==> src/rtl/player_pkg.sv <==
// Shared encodings for the player step scheduler.
//   DIR_*   : bit positions of the direction buttons / step pulses
//   state_e : scheduler FSM states
package player_pkg;

  localparam int unsigned DIR_W = 2;
  localparam int unsigned NDIR  = 4;

  localparam logic [DIR_W-1:0] DIR_UP    = 2'd0;
  localparam logic [DIR_W-1:0] DIR_DOWN  = 2'd1;
  localparam logic [DIR_W-1:0] DIR_LEFT  = 2'd2;
  localparam logic [DIR_W-1:0] DIR_RIGHT = 2'd3;

  typedef enum logic [1:0] {
    ST_IDLE   = 2'd0,
    ST_FIRST  = 2'd1,
    ST_DELAY  = 2'd2,
    ST_REPEAT = 2'd3
  } state_e;

endpackage

==> src/rtl/rr_arb4.sv <==
// 4-way round-robin priority picker (combinational).
//   req       : request vector
//   ptr       : index with highest priority this time; search wraps 3->0
//   gnt_idx   : index of the winning request
//   gnt_valid : any request present
module rr_arb4
  import player_pkg::*;
(
  input  logic [NDIR-1:0]  req,
  input  logic [DIR_W-1:0] ptr,
  output logic [DIR_W-1:0] gnt_idx,
  output logic             gnt_valid
);

  logic [DIR_W-1:0] idx;

  // Scan from the lowest priority to the highest so the last hit wins.
  always_comb begin
    gnt_idx   = '0;
    gnt_valid = 1'b0;
    idx       = '0;
    for (int i = int'(NDIR) - 1; i >= 0; i--) begin
      idx = ptr + DIR_W'(i);
      if (req[idx]) begin
        gnt_idx   = idx;
        gnt_valid = 1'b1;
      end
    end
  end

endmodule

==> src/rtl/player_move_sched.sv <==
// Converts held direction buttons into single-cycle step pulses for the
// player object: one step on press, hold-to-repeat after a delay, round-robin
// between simultaneously held directions, per-direction step enables.
//   btnClk2      : clock
//   rst          : synchronous active-high reset
//   btns         : held requests [0]=up [1]=down [2]=left [3]=right
//   *Enable      : per-direction step permission
//   freeze       : pause scheduling; state and counters hold
//   move_o       : one-hot step pulse
//   moving       : a direction is currently granted
//   blocked      : a step fell due but its enable was low
//   step_count   : issued steps, wrapping
module player_move_sched
  import player_pkg::*;
#(
  parameter int unsigned REPEAT_DELAY = 8,
  parameter int unsigned REPEAT_RATE  = 3,
  parameter int unsigned CNT_W        = 16
) (
  input  logic             btnClk2,
  input  logic             rst,
  input  logic [NDIR-1:0]  btns,
  input  logic             upEnable,
  input  logic             downEnable,
  input  logic             leftEnable,
  input  logic             rightEnable,
  input  logic             freeze,
  output logic [NDIR-1:0]  move_o,
  output logic             moving,
  output logic             blocked,
  output logic [CNT_W-1:0] step_count
);

  localparam int unsigned TMR_W = 8;
  localparam logic [TMR_W-1:0] DELAY_LOAD = TMR_W'(REPEAT_DELAY - 1);
  localparam logic [TMR_W-1:0] RATE_LOAD  = TMR_W'(REPEAT_RATE - 1);

  state_e            state_q, state_d;
  logic [DIR_W-1:0]  grant_q, grant_d;
  logic [DIR_W-1:0]  rr_q, rr_d;
  logic [TMR_W-1:0]  cnt_q, cnt_d;
  logic [NDIR-1:0]   move_q, move_d;
  logic              moving_q, moving_d;
  logic              blocked_q, blocked_d;
  logic [CNT_W-1:0]  steps_q, steps_d;

  logic [NDIR-1:0]   en;
  logic [DIR_W-1:0]  arb_idx;
  logic              arb_valid;
  logic              due;
  logic              held;

  always_comb begin
    en            = '0;
    en[DIR_UP]    = upEnable;
    en[DIR_DOWN]  = downEnable;
    en[DIR_LEFT]  = leftEnable;
    en[DIR_RIGHT] = rightEnable;
  end

  assign held = btns[grant_q];

  rr_arb4 u_arb (
    .req       (btns),
    .ptr       (rr_q),
    .gnt_idx   (arb_idx),
    .gnt_valid (arb_valid)
  );

  // State register and registered outputs.
  always_ff @(posedge btnClk2) begin
    if (rst) begin
      state_q   <= ST_IDLE;
      grant_q   <= '0;
      rr_q      <= '0;
      cnt_q     <= '0;
      move_q    <= '0;
      moving_q  <= 1'b0;
      blocked_q <= 1'b0;
      steps_q   <= '0;
    end else begin
      state_q   <= state_d;
      grant_q   <= grant_d;
      rr_q      <= rr_d;
      cnt_q     <= cnt_d;
      move_q    <= move_d;
      moving_q  <= moving_d;
      blocked_q <= blocked_d;
      steps_q   <= steps_d;
    end
  end

  // Next-state: grant, press step, delay then periodic repeat.
  always_comb begin
    state_d = state_q;
    grant_d = grant_q;
    rr_d    = rr_q;
    cnt_d   = cnt_q;
    due     = 1'b0;

    if (freeze) begin
      // Timing holds, but a release still drops the grant.
      if (state_q != ST_IDLE && !held) begin
        state_d = ST_IDLE;
      end
    end else begin
      unique case (state_q)
        ST_IDLE: begin
          if (arb_valid) begin
            grant_d = arb_idx;
            rr_d    = arb_idx + DIR_W'(1);
            state_d = ST_FIRST;
          end
        end
        ST_FIRST: begin
          if (!held) begin
            state_d = ST_IDLE;
          end else begin
            due     = 1'b1;
            cnt_d   = DELAY_LOAD;
            state_d = ST_DELAY;
          end
        end
        ST_DELAY, ST_REPEAT: begin
          if (!held) begin
            state_d = ST_IDLE;
          end else if (cnt_q == '0) begin
            due     = 1'b1;
            cnt_d   = RATE_LOAD;
            state_d = ST_REPEAT;
          end else begin
            cnt_d = cnt_q - TMR_W'(1);
          end
        end
        default: state_d = ST_IDLE;
      endcase
    end
  end

  // A due step either issues or is reported as blocked; timing is unaffected.
  always_comb begin
    move_d    = '0;
    blocked_d = 1'b0;
    steps_d   = steps_q;
    moving_d  = (state_d != ST_IDLE);
    if (due) begin
      if (en[grant_q]) begin
        move_d  = NDIR'(1) << grant_q;
        steps_d = steps_q + CNT_W'(1);
      end else begin
        blocked_d = 1'b1;
      end
    end
  end

  assign move_o     = move_q;
  assign moving     = moving_q;
  assign blocked    = blocked_q;
  assign step_count = steps_q;

endmodule

==> config.mk <==
export PLATFORM = sky130hd
export DESIGN_NAME = player_move_sched
export DESIGN_NICKNAME = d
export VERILOG_FILES = /design/src/rtl/player_pkg.sv /design/src/rtl/rr_arb4.sv /design/src/rtl/player_move_sched.sv
export SDC_FILE = /design/constraint.sdc
export NUM_CORES = 1
export LEC_CHECK = 0
export BUFFER_PORTS_ARGS = -buffer_cell sky130_fd_sc_hd__buf_2
export CORE_AREA = 5 5 72 74
export CTS_CLUSTER_SIZE = 14
export DETAILED_ROUTE_END_ITERATION = 10
export DIE_AREA = 0 0 77 79
export PLACE_DENSITY = 0.66
export SLEW_MARGIN = 20
export SYNTH_ARGS = -nofsm -noshare
export SYNTH_HDL_FRONTEND = slang
export SYNTH_SLANG_ARGS = --single-unit
==> constraint.sdc <==
create_clock -name btnClk2 -period 1.8 [get_ports btnClk2]
set_input_delay 0.18 -clock btnClk2 [delete_from_list [all_inputs] [get_ports btnClk2]]
set_output_delay 0.18 -clock btnClk2 [all_outputs]
set_load 0.05 [all_outputs]
==> results of run 1 <==
## worst max-delay path, delay by kind of cell (launching register included)
| family | cells | cell delay, ps |
|---|---|---|
| XOR/XNOR | 1 | 160 |
| buffers and inverters | 2 | 400 |
| flip-flops | 1 | 350 |
| AO/OA/AOI/OAI | 1 | 170 |
| AND/OR/NAND/NOR | 3 | 610 |
## stage by stage
step	TNS, ps	util, %	total power, W	hold WS (ps)
floorplan	0	-	0.00114	307
global placement	0	50.3	0.00125	425
finish	-5.29	57.2	0.00203	129
detailed placement	0	50.3	0.00126	431
CTS	0	53.7	0.00199	121
global route	-1530	57.2	0.00213	129
## repair_timing
action                     in CTS  in global routing
setup endpoints to repair       7                 19
buffers inserted                1                  2
resized for setup               5                 19
gates cloned                    1                  1
pin swaps                       1                  7
## power groups by stage
stage                     clock network (W)  registers (W)  logic (W)
after floorplan                           0       0.000883   0.000253
after global placement                    0       0.000872   0.000383
after detailed placement                  0       0.000872   0.000387
after CTS                          0.000722       0.000855   0.000411
after global routing               0.000765       0.000860   0.000509
final                              0.000703       0.000856   0.000467
## Yosys cell counts (2+ instances only)
master     n
nor2_1    36
a211oi_1   2
clkbuf_1   5
nand2b_1   4
dfxtp_1   36
xnor2_1   20
mux2i_1    4
a21oi_1   11
inv_1     11
nor3_1    11
and3_1     5
and2_1     2
nand4_1    3
o21bai_1   2
nor4_2     7
nor4b_1    4
nor4_1     3
buf_6      2
buf_2      3
nand2_1   11
nor4_4     2
nand3_1    4
ha_1       2
o21ai_0    4
or3_1      3
## cell type report
cell class                 instances  area (sq um)  area share [%]
clock buffer                       6          72.6            2.80
inverter                          11          41.3            1.59
timing repair buffer              62           419            16.1
sequential                        36           734            28.3
tap                               54          67.6            2.60
multi-input combinational        157          1230            47.2
clock inverter                     2          35.0            1.35
## flip-flops by register name, summed over array words and instances (netlist names)
register	cells
state_q	2
cnt_q	8
step_count	16
blocked	1
rr_q	2
grant_q	2
moving	1
move_o	4
## layer usage
| layer | vias to the layer above | wire, microns | GRT usage, % |
|---|---|---|---|
| met1 | 804 | 1970 | 17.7 |
| met3 | 6 | 129 | 3.29 |
| met2 | 21 | 2220 | 25.4 |
| met4 | 0 | 63 | 5.15 |
| li1 | 873 | - | - |
| met5 | - | 0 | 0 |
## worst paths after layout
kind | from | end | slack [ps] | cells after the start
worst min register to register | rr_q[0] | rr_q[0] | 510 | 2
worst max register to register | cnt_q[7] | step_count[10] | -5 | 7
worst min-delay path | leftEnable | move_o[2] | 130 | 3
worst max-delay path | cnt_q[7] | step_count[10] | -5 | 7
## kinds of logic after synthesis
| kind of cell | after synthesis |
|---|---|
| AOI/OAI and AO/OA | 26 |
| xor gates and xnor gates | 20 |
| adders and majority gates | 2 |
| buffers and inverters | 22 |
| DFF | 36 |
| muxes | 6 |
| and+or+nand+nor | 102 |
==> impl_metrics.csv, run 1 <==
group,metric,value,unit
power_and_ir_drop,clockPowerShare,34.7,%
finish,layout_commonest_cell,"nor2_1",
finish,diodes,0,
sta,setup_viol,1,
power_and_ir_drop,p_leak,1.08,nW
route,first_pass_iters,4,
clock_tree,cts_tree,"done",
clock_tree,cts_made_buffers,5,
critical_path,slowest_stage,"dfxtp_2",
floorplanning,io_pins,33,
floorplanning,std_cell_rows,25,
sta,max_freq,554,MHz
clock_tree,cts-root-buf,"clkbuf_8",
logic_synthesis,synth_compound_area_share,10.1,%
global_routing,grt_antenna_before_repair,0,
run_status,status,"complete, but fails checks",
finish,finalNonFillerCells,328,
finish,finalInstanceArea,2600,sq um
global_routing,track_usage,14.6,%
sta,slew_violations,0,
logic_synthesis,seq_area_frac_synth,37.8,%
sta,worst_slack,-5.29,ps
power_and_ir_drop,combPwrFrac,23.1,%
logic_synthesis,synth_warnings,0,
clock_tree,clk_pin_slew,80,ps
sta,timing_hold_violations_final,0,
route,routed_via_density,5.20,
critical_path,max_stage_delay,350,ps
logic_synthesis,synthTopCellsByArea,"dfxtp_1, xnor2_1, nor2_1",
route,drc,0,
sta,finClkSkew,12.4,ps
power_and_ir_drop,power.switching,0.000571,W
sta,relSlewSlack,71.1,%
critical_path,crit_type,"flop to flop",
route,antenna_left,0,
place,dp_worst_setup_slack,2.36,ps
floorplanning,coreArea,4540,sq um
floorplanning,die_h,79,microns
place,dp_hpwl,3.06,mm
min_path,hp-class,"input pin to flop",
logic_synthesis,synthesis.nets,227,
logic_synthesis,yosys.area_share.simple,32.2,%
route,drtIter0Drc,66,
clock_tree,cts_hold_buf,0,
logic_synthesis,synth_fa_ha_area_share,1.31,%
global_routing,grt_first_pass_wirelength,7.38,mm
place,io_buffers,32,
route,routed_wl,4.39,mm
global_routing,grt_pass1_vias,1624,
power_and_ir_drop,powerDensity,780,nW/um^2
sta,period_minus_slack,1810,ps
run_status,violations,"setup timing",
logic_synthesis,async_flop_share,0,%
critical_path,cp.arrival,1980,ps
floorplanning,die_area,6080,sq um
finish,layout-drive-gt1-share,38.0,%
flow_run,cap_violations,0,
logic_synthesis,synth_edf_count,0,
clock_tree,cts-root-to-sink-buffers,2,
sta,fin_crit_sh,100,%
logic_synthesis,yosys.area.top_type,"dfxtp_1",
logic_synthesis,netlist_instances,214,
route,wire_per_inst,13.4,microns
power_and_ir_drop,p_sw_share,28.2,%
logic_synthesis,synth_ff_type,"dfxtp_1",
floorplanning,start_util,42.0,%
floorplanning,die_w,77,microns
global_routing,overflow,0,
sta,rsz0062_at_grt,"yes",
route,vias,1704,
logic_synthesis,synth_cell_types,42,
finish,n_fill_cell,406,
clock_tree,cts_max_level,2,
critical_path,cpMostUsedCell,"nor4_4",
place,place_congestion,0.759,
place,placed_area,2280,sq um
logic_synthesis,ys_ff_latch,36,
sta,worst_pin_slew,434,ps
place,dp.cells,315,
critical_path,worstSetupStartpointType,"flop",
logic_synthesis,synth_top_family_by_area,"simple AND/OR/NAND/NOR gates",
finish,area_growth,36.3,%
logic_synthesis,syn_avg_cell_area,8.90,sq um
global_routing,grt_max_degree,22,
logic_synthesis,synth_mux_area_share,3.88,%
power_and_ir_drop,ir_drop,0.000476,V
clock_tree,clk_latency,290,ps
critical_path,crit_chain,"nor4_4 -> buf_4 -> a41oi_4 -> buf_6 -> nor4_4 -> xnor2_1 -> nor2_1",
critical_path,cp.required,1980,ps
finish,final_nets,286,
power_and_ir_drop,seq_power_share,42.3,%
critical_path,cp_max_fo,6,
finish,final_cell_mix,"nor2_1, buf_2, dfxtp_1, buf_4, xnor2_1",
logic_synthesis,synthXorXnorAreaFrac,9.20,%
power_and_ir_drop,internal-power,0.00146,W
clock_tree,cts_sinks,36,
logic_synthesis,synth_top_area_share,37.8,%
critical_path,cp-end-kind,"flop",
logic_synthesis,syn_area,1900,sq um
Note: power is estimated with default switching activity, not from simulation.
==> run 2: changes to the inputs <==
--- a/config.mk
+++ b/config.mk
@@ -11,6 +11,7 @@
 export DETAILED_ROUTE_END_ITERATION = 10
 export DIE_AREA = 0 0 77 79
 export PLACE_DENSITY = 0.66
+export REMOVE_ABC_BUFFERS = 1
 export SLEW_MARGIN = 20
 export SYNTH_ARGS = -nofsm -noshare
 export SYNTH_HDL_FRONTEND = slang
==> impl_metrics.csv, run 2 (same netlist as run 1, synthesis figures left out) <==
group,metric,value,unit
run_status,status,"finished clean",
place,dp.cells,311,
sta,fin_crit_sh,93.3,%
clock_tree,post_cts_buffers,0,
critical_path,cp_top_family,"simple AND/OR/NAND/NOR gates",
sta,relSlewSlack,72.9,%
power_and_ir_drop,clockPowerShare,32.0,%
critical_path,crit_type,"flop to flop",
critical_path,cp.arrival,1850,ps
power_and_ir_drop,powerDensity,770,nW/um^2
sta,timing_hold_violations_final,0,
sta,slew_violations,0,
power_and_ir_drop,combPwrFrac,21.4,%
sta,rsz0062_at_grt,"no",
clock_tree,clk_pin_slew,70,ps
sta,max_freq,596,MHz
clock_tree,cts_tree,"done",
route,drtIter0Drc,56,
clock_tree,cts_made_buffers,5,
finish,finalNonFillerCells,319,
clock_tree,cts_hold_buf,0,
floorplanning,die_area,6080,sq um
critical_path,worstSetupStartpointType,"flop",
place,place_congestion,0.831,
floorplanning,die_h,79,microns
sta,finClkSkew,3.14,ps
power_and_ir_drop,internal-power,0.00132,W
critical_path,cp.required,1970,ps
route,antenna_left,0,
finish,fin_util,52.5,%
global_routing,grt_max_degree,19,
finish,layout_commonest_cell,"nor2_1",
place,io_buffers,32,
critical_path,max_stage_delay,350,ps
route,routed_wl,3.96,mm
global_routing,overflow,0,
finish,layout-drive-gt1-share,32.1,%
floorplanning,io_pins,33,
flow_run,cap_violations,0,
route,first_pass_iters,4,
route,wire_per_inst,12.4,microns
power_and_ir_drop,seq_power_share,46.7,%
critical_path,crit_chain,"nor4_4 -> a41oi_4 -> buf_12 -> nor4_2 -> xnor2_1 -> nor2_1",
finish,largest_reg_flops,16,
critical_path,timing.critical_path.buf_inv,1,
route,vias,1638,
power_and_ir_drop,p_leak,0.937,nW
critical_path,slowest_stage,"nor4_4",
floorplanning,start_util,42.0,%
critical_path,cp-end-kind,"flop",
power_and_ir_drop,p_total,0.00183,W
route,drc,0,
sta,worst_slack,121,ps
global_routing,grt_first_pass_wirelength,6.71,mm
place,dp_hpwl,2.97,mm
min_path,hold_path_startpoint,"leftEnable",
clock_tree,cts-root-to-sink-buffers,2,
finish,final_nets,277,
power_and_ir_drop,p_sw_share,28.1,%
sta,setup_viol,0,
floorplanning,coreArea,4540,sq um
critical_path,cp_max_fo,15,
clock_tree,cts_sinks,36,
power_and_ir_drop,ir_drop,0.000386,V
sta,period_minus_slack,1680,ps
finish,final_cell_mix,"nor2_1, dfxtp_1, buf_2",
sta,worst_pin_slew,405,ps
global_routing,track_usage,13.3,%
power_and_ir_drop,power.switching,0.000516,W
place,dp_worst_setup_slack,-14.2,ps
global_routing,grt_pass1_vias,1517,
clock_tree,clk_latency,280,ps
finish,area_growth,25.0,%
finish,diodes,0,
global_routing,grt_antenna_before_repair,0,
floorplanning,std_cell_rows,25,
route,routed_via_density,5.13,
clock_tree,cts-root-buf,"clkbuf_8",
critical_path,r2r-start,"cnt_q[5]",
floorplanning,die_w,77,microns
min_path,hp-class,"input pin to flop",
sta,fin_hold_ws,142,ps
clock_tree,cts_max_level,2,
critical_path,crit_path_start,"cnt_q[5]",
-- run 2: metrics by stage --
step,area [sq um],TNS (ps)
floorplan,1840,-7680
global placement,2250,0
detailed placement,2250,-14.2
CTS,2350,0
global route,2380,0
finish,2380,0
-- run 2: routing by layer --
metal  vias up  track usage [%]  routed length, microns
li1        843                -                       -
met4         0             4.64                      36
met2        37             22.8                    1860
met3         4             3.74                     204
met1       754             15.9                    1860
met5         -                0                       0
-- run 2: final cells by class --
cell class                 instances  area [sq um]
clock buffer                       8          90.1
fill                             429          2150
inverter                          11          41.3
multi-input combinational        156          1120
sequential                        36           722
tap                               54          67.6
timing repair buffer              54           338
-- run 2: worst min-delay path, stage by stage --
cell and delay (ps):
buf_2 110, nand2_1 60, nor3_1 40
-- run 2: repair_timing --
item / CTS / global route
gates resized for setup: 2 / 7
pin swaps: 0 / 1
endpoints found under the setup margin: 2 / 15
-- run 2: worst paths after layout --
| check | cells after the start | slack [ps] | end |
|---|---|---|---|
| setup / recovery | 6 | 120 | step_count[4] |
| hold reg to reg | 2 | 530 | cnt_q[0] |
| setup reg to reg | 6 | 120 | step_count[4] |
| hold / removal | 3 | 140 | move_o[2] |
-- run 2: power groups by stage --
stage / sequential (W) / combinational [W] / clock [W]
floorplan: 0.000892 / 0.000218 / 0
global placement: 0.000872 / 0.000383 / 0
detailed placement: 0.000873 / 0.000385 / 0
CTS: 0.000855 / 0.000389 / 0.000609
global route: 0.000860 / 0.000434 / 0.000639
finish: 0.000855 / 0.000392 / 0.000586
==> run 3: changes to the inputs <==
--- a/config.mk
+++ b/config.mk
@@ -6,11 +6,11 @@
 export NUM_CORES = 1
 export LEC_CHECK = 0
 export BUFFER_PORTS_ARGS = -buffer_cell sky130_fd_sc_hd__buf_2
-export CORE_AREA = 5 5 72 74
+export CORE_AREA = 5 5 75 77
 export CTS_CLUSTER_SIZE = 14
 export DETAILED_ROUTE_END_ITERATION = 10
-export DIE_AREA = 0 0 77 79
-export PLACE_DENSITY = 0.66
+export DIE_AREA = 0 0 80 82
+export GPL_TIMING_DRIVEN = 0
 export REMOVE_ABC_BUFFERS = 1
 export SLEW_MARGIN = 20
 export SYNTH_ARGS = -nofsm -noshare
==> impl_metrics.csv, run 3 (same netlist as run 1, synthesis figures left out) <==
group,metric,value,unit
min_path,hold_path_startpoint,"rightEnable",
power_and_ir_drop,powerDensity,788,nW/um^2
flow_run,cap_violations,0,
clock_tree,cts-root-to-sink-buffers,2,
global_routing,grt_max_degree,30,
route,drc,0,
sta,slew_violations,0,
finish,final_nets,263,
global_routing,track_usage,13.9,%
sta,rsz0062_at_grt,"yes",
finish,diodes,0,
sta,timing_hold_violations_final,0,
clock_tree,cts_made_buffers,5,
floorplanning,io_pins,33,
global_routing,overflow,0,
clock_tree,cts_max_level,2,
critical_path,cp.required,2010,ps
finish,final_cell_mix,"nor2_1, dfxtp_1, buf_2",
route,routed_via_density,5.01,
critical_path,r2r-end,"move_o[0]",
clock_tree,cts-root-buf,"clkbuf_8",
route,routed_wl,4.24,mm
min_path,holdPathStages,3,
floorplanning,coreArea,4940,sq um
floorplanning,start_util,38.5,%
min_path,hp-class,"input pin to flop",
route,antenna_left,0,
place,place_congestion,0.744,
sta,setup_viol,1,
route,first_pass_iters,4,
place,io_buffers,32,
critical_path,worst-path-stages,5,
finish,area_growth,24.8,%
floorplanning,std_cell_rows,26,
floorplanning,die_h,82,microns
global_routing,grt_first_pass_wirelength,7.11,mm
global_routing,grt_antenna_before_repair,0,
sta,period_minus_slack,1810,ps
floorplanning,die_w,80,microns
sta,finClkSkew,11.5,ps
finish,finalInstanceArea,2380,sq um
route,drtIter0Drc,77,
sta,fin_crit_sh,101,%
critical_path,worstSetupStartpointType,"flop",
floorplanning,die_area,6560,sq um
critical_path,cp-end-kind,"flop",
critical_path,timing.critical_path.buf_inv,1,
sta,max_freq,552,MHz
sta,worst_pin_slew,723,ps
sta,relSlewSlack,51.4,%
place,dp_worst_setup_slack,-336,ps
power_and_ir_drop,ir_drop,0.000326,V
run_status,status,"complete, but fails checks",
place,dp_hpwl,2.66,mm
critical_path,reg2reg_setup_slack,-10,ps
critical_path,cp_max_fo,16,
sta,fin_setup_tns,-10.2,ps
min_path,holdPathEnd,"move_o[3]",
critical_path,cp.arrival,2020,ps
critical_path,crit_type,"flop to flop",
finish,largest_reg_flops,16,
clock_tree,cts_sinks,36,
critical_path,worstRegToRegCells,5,
critical_path,max_stage_delay,410,ps
clock_tree,cts_tree,"done",
clock_tree,clk_pin_slew,70,ps
power_and_ir_drop,p_leak,0.899,nW
route,wire_per_inst,13.2,microns
critical_path,cp_top_family,"simple AND/OR/NAND/NOR gates",
clock_tree,clk_latency,290,ps
critical_path,crit_chain,"nor4_4 -> a41oi_4 -> buf_12 -> or3_1 -> nor4b_2",
finish,layout_commonest_cell,"nor2_1",
sta,worst_slack,-10.2,ps
global_routing,grt_pass1_vias,1562,
finish,layout-drive-gt1-share,29.9,%
run_status,violations,"setup timing",
place,placed_area,2100,sq um
critical_path,slowest_stage,"or3_1",
route,vias,1609,
critical_path,r2r-start,"cnt_q[4]",
finish,fin_util,48.1,%
## run 3: timing repair
action,CTS,global route
setup endpoints to repair,29,24
pin swaps,3,3
setup buffers,5,1
hold buffers,0,0
cloned,1,1
resized for setup,5,13
## run 3: how the worst max path moves through the flow
| stage | to | startpoint |
|---|---|---|
| 3_5_place_dp | step_count[0] | grant_q[0] |
| 5_1_grt | move_o[0] | cnt_q[4] |
| 2_1_floorplan | step_count[1] | grant_q[0] |
| 3_3_place_gp | step_count[0] | grant_q[0] |
| 4_1_cts | step_count[10] | cnt_q[6] |
| 6_report | move_o[0] | cnt_q[4] |
## run 3: per-layer routing
layer | up-vias | global-route usage [%] | routed length, microns
met4 | 0 | 5.57 | 62
met3 | 6 | 4.50 | 243
met5 | - | 0 | 0
met1 | 750 | 16.5 | 1910
met2 | 33 | 23.3 | 2020
li1 | 820 | - | -
## run 3: layout make-up
| class | instances | area (sq um) |
|---|---|---|
| Fill cell | 507 | 2570 |
| Multi-Input combinational cell | 158 | 1200 |
| Sequential cell | 36 | 727 |
| Timing Repair Buffer | 38 | 230 |
| Tap cell | 70 | 87.6 |
| Clock buffer | 7 | 86.3 |
| Inverter | 11 | 41.3 |
| Clock inverter | 1 | 7.51 |
## run 3: report_power, final
part	switching (W)	internal (W)
combinational	0.000220	0.000182
clock	0.000291	0.000311
sequential	0.0000426	0.000827
total	0.000554	0.00132
## run 3: per-stage QoR
stage,std cells,hold WS (ps),total power (W)
after floorplan,203,249,0.00111
final,321,137,0.00187
after global routing,321,133,0.00199
after detailed placement,305,440,0.00119
after CTS,319,124,0.00186
after global placement,305,426,0.00118
## run 3: worst register-to-register path: cells and delay by family (launching register included)
family,cells,cell delay [ps]
AOI/OAI and AO/OA,1,170
buffers and inverters,1,190
DFF,1,360
and+or+nand+nor,3,1000
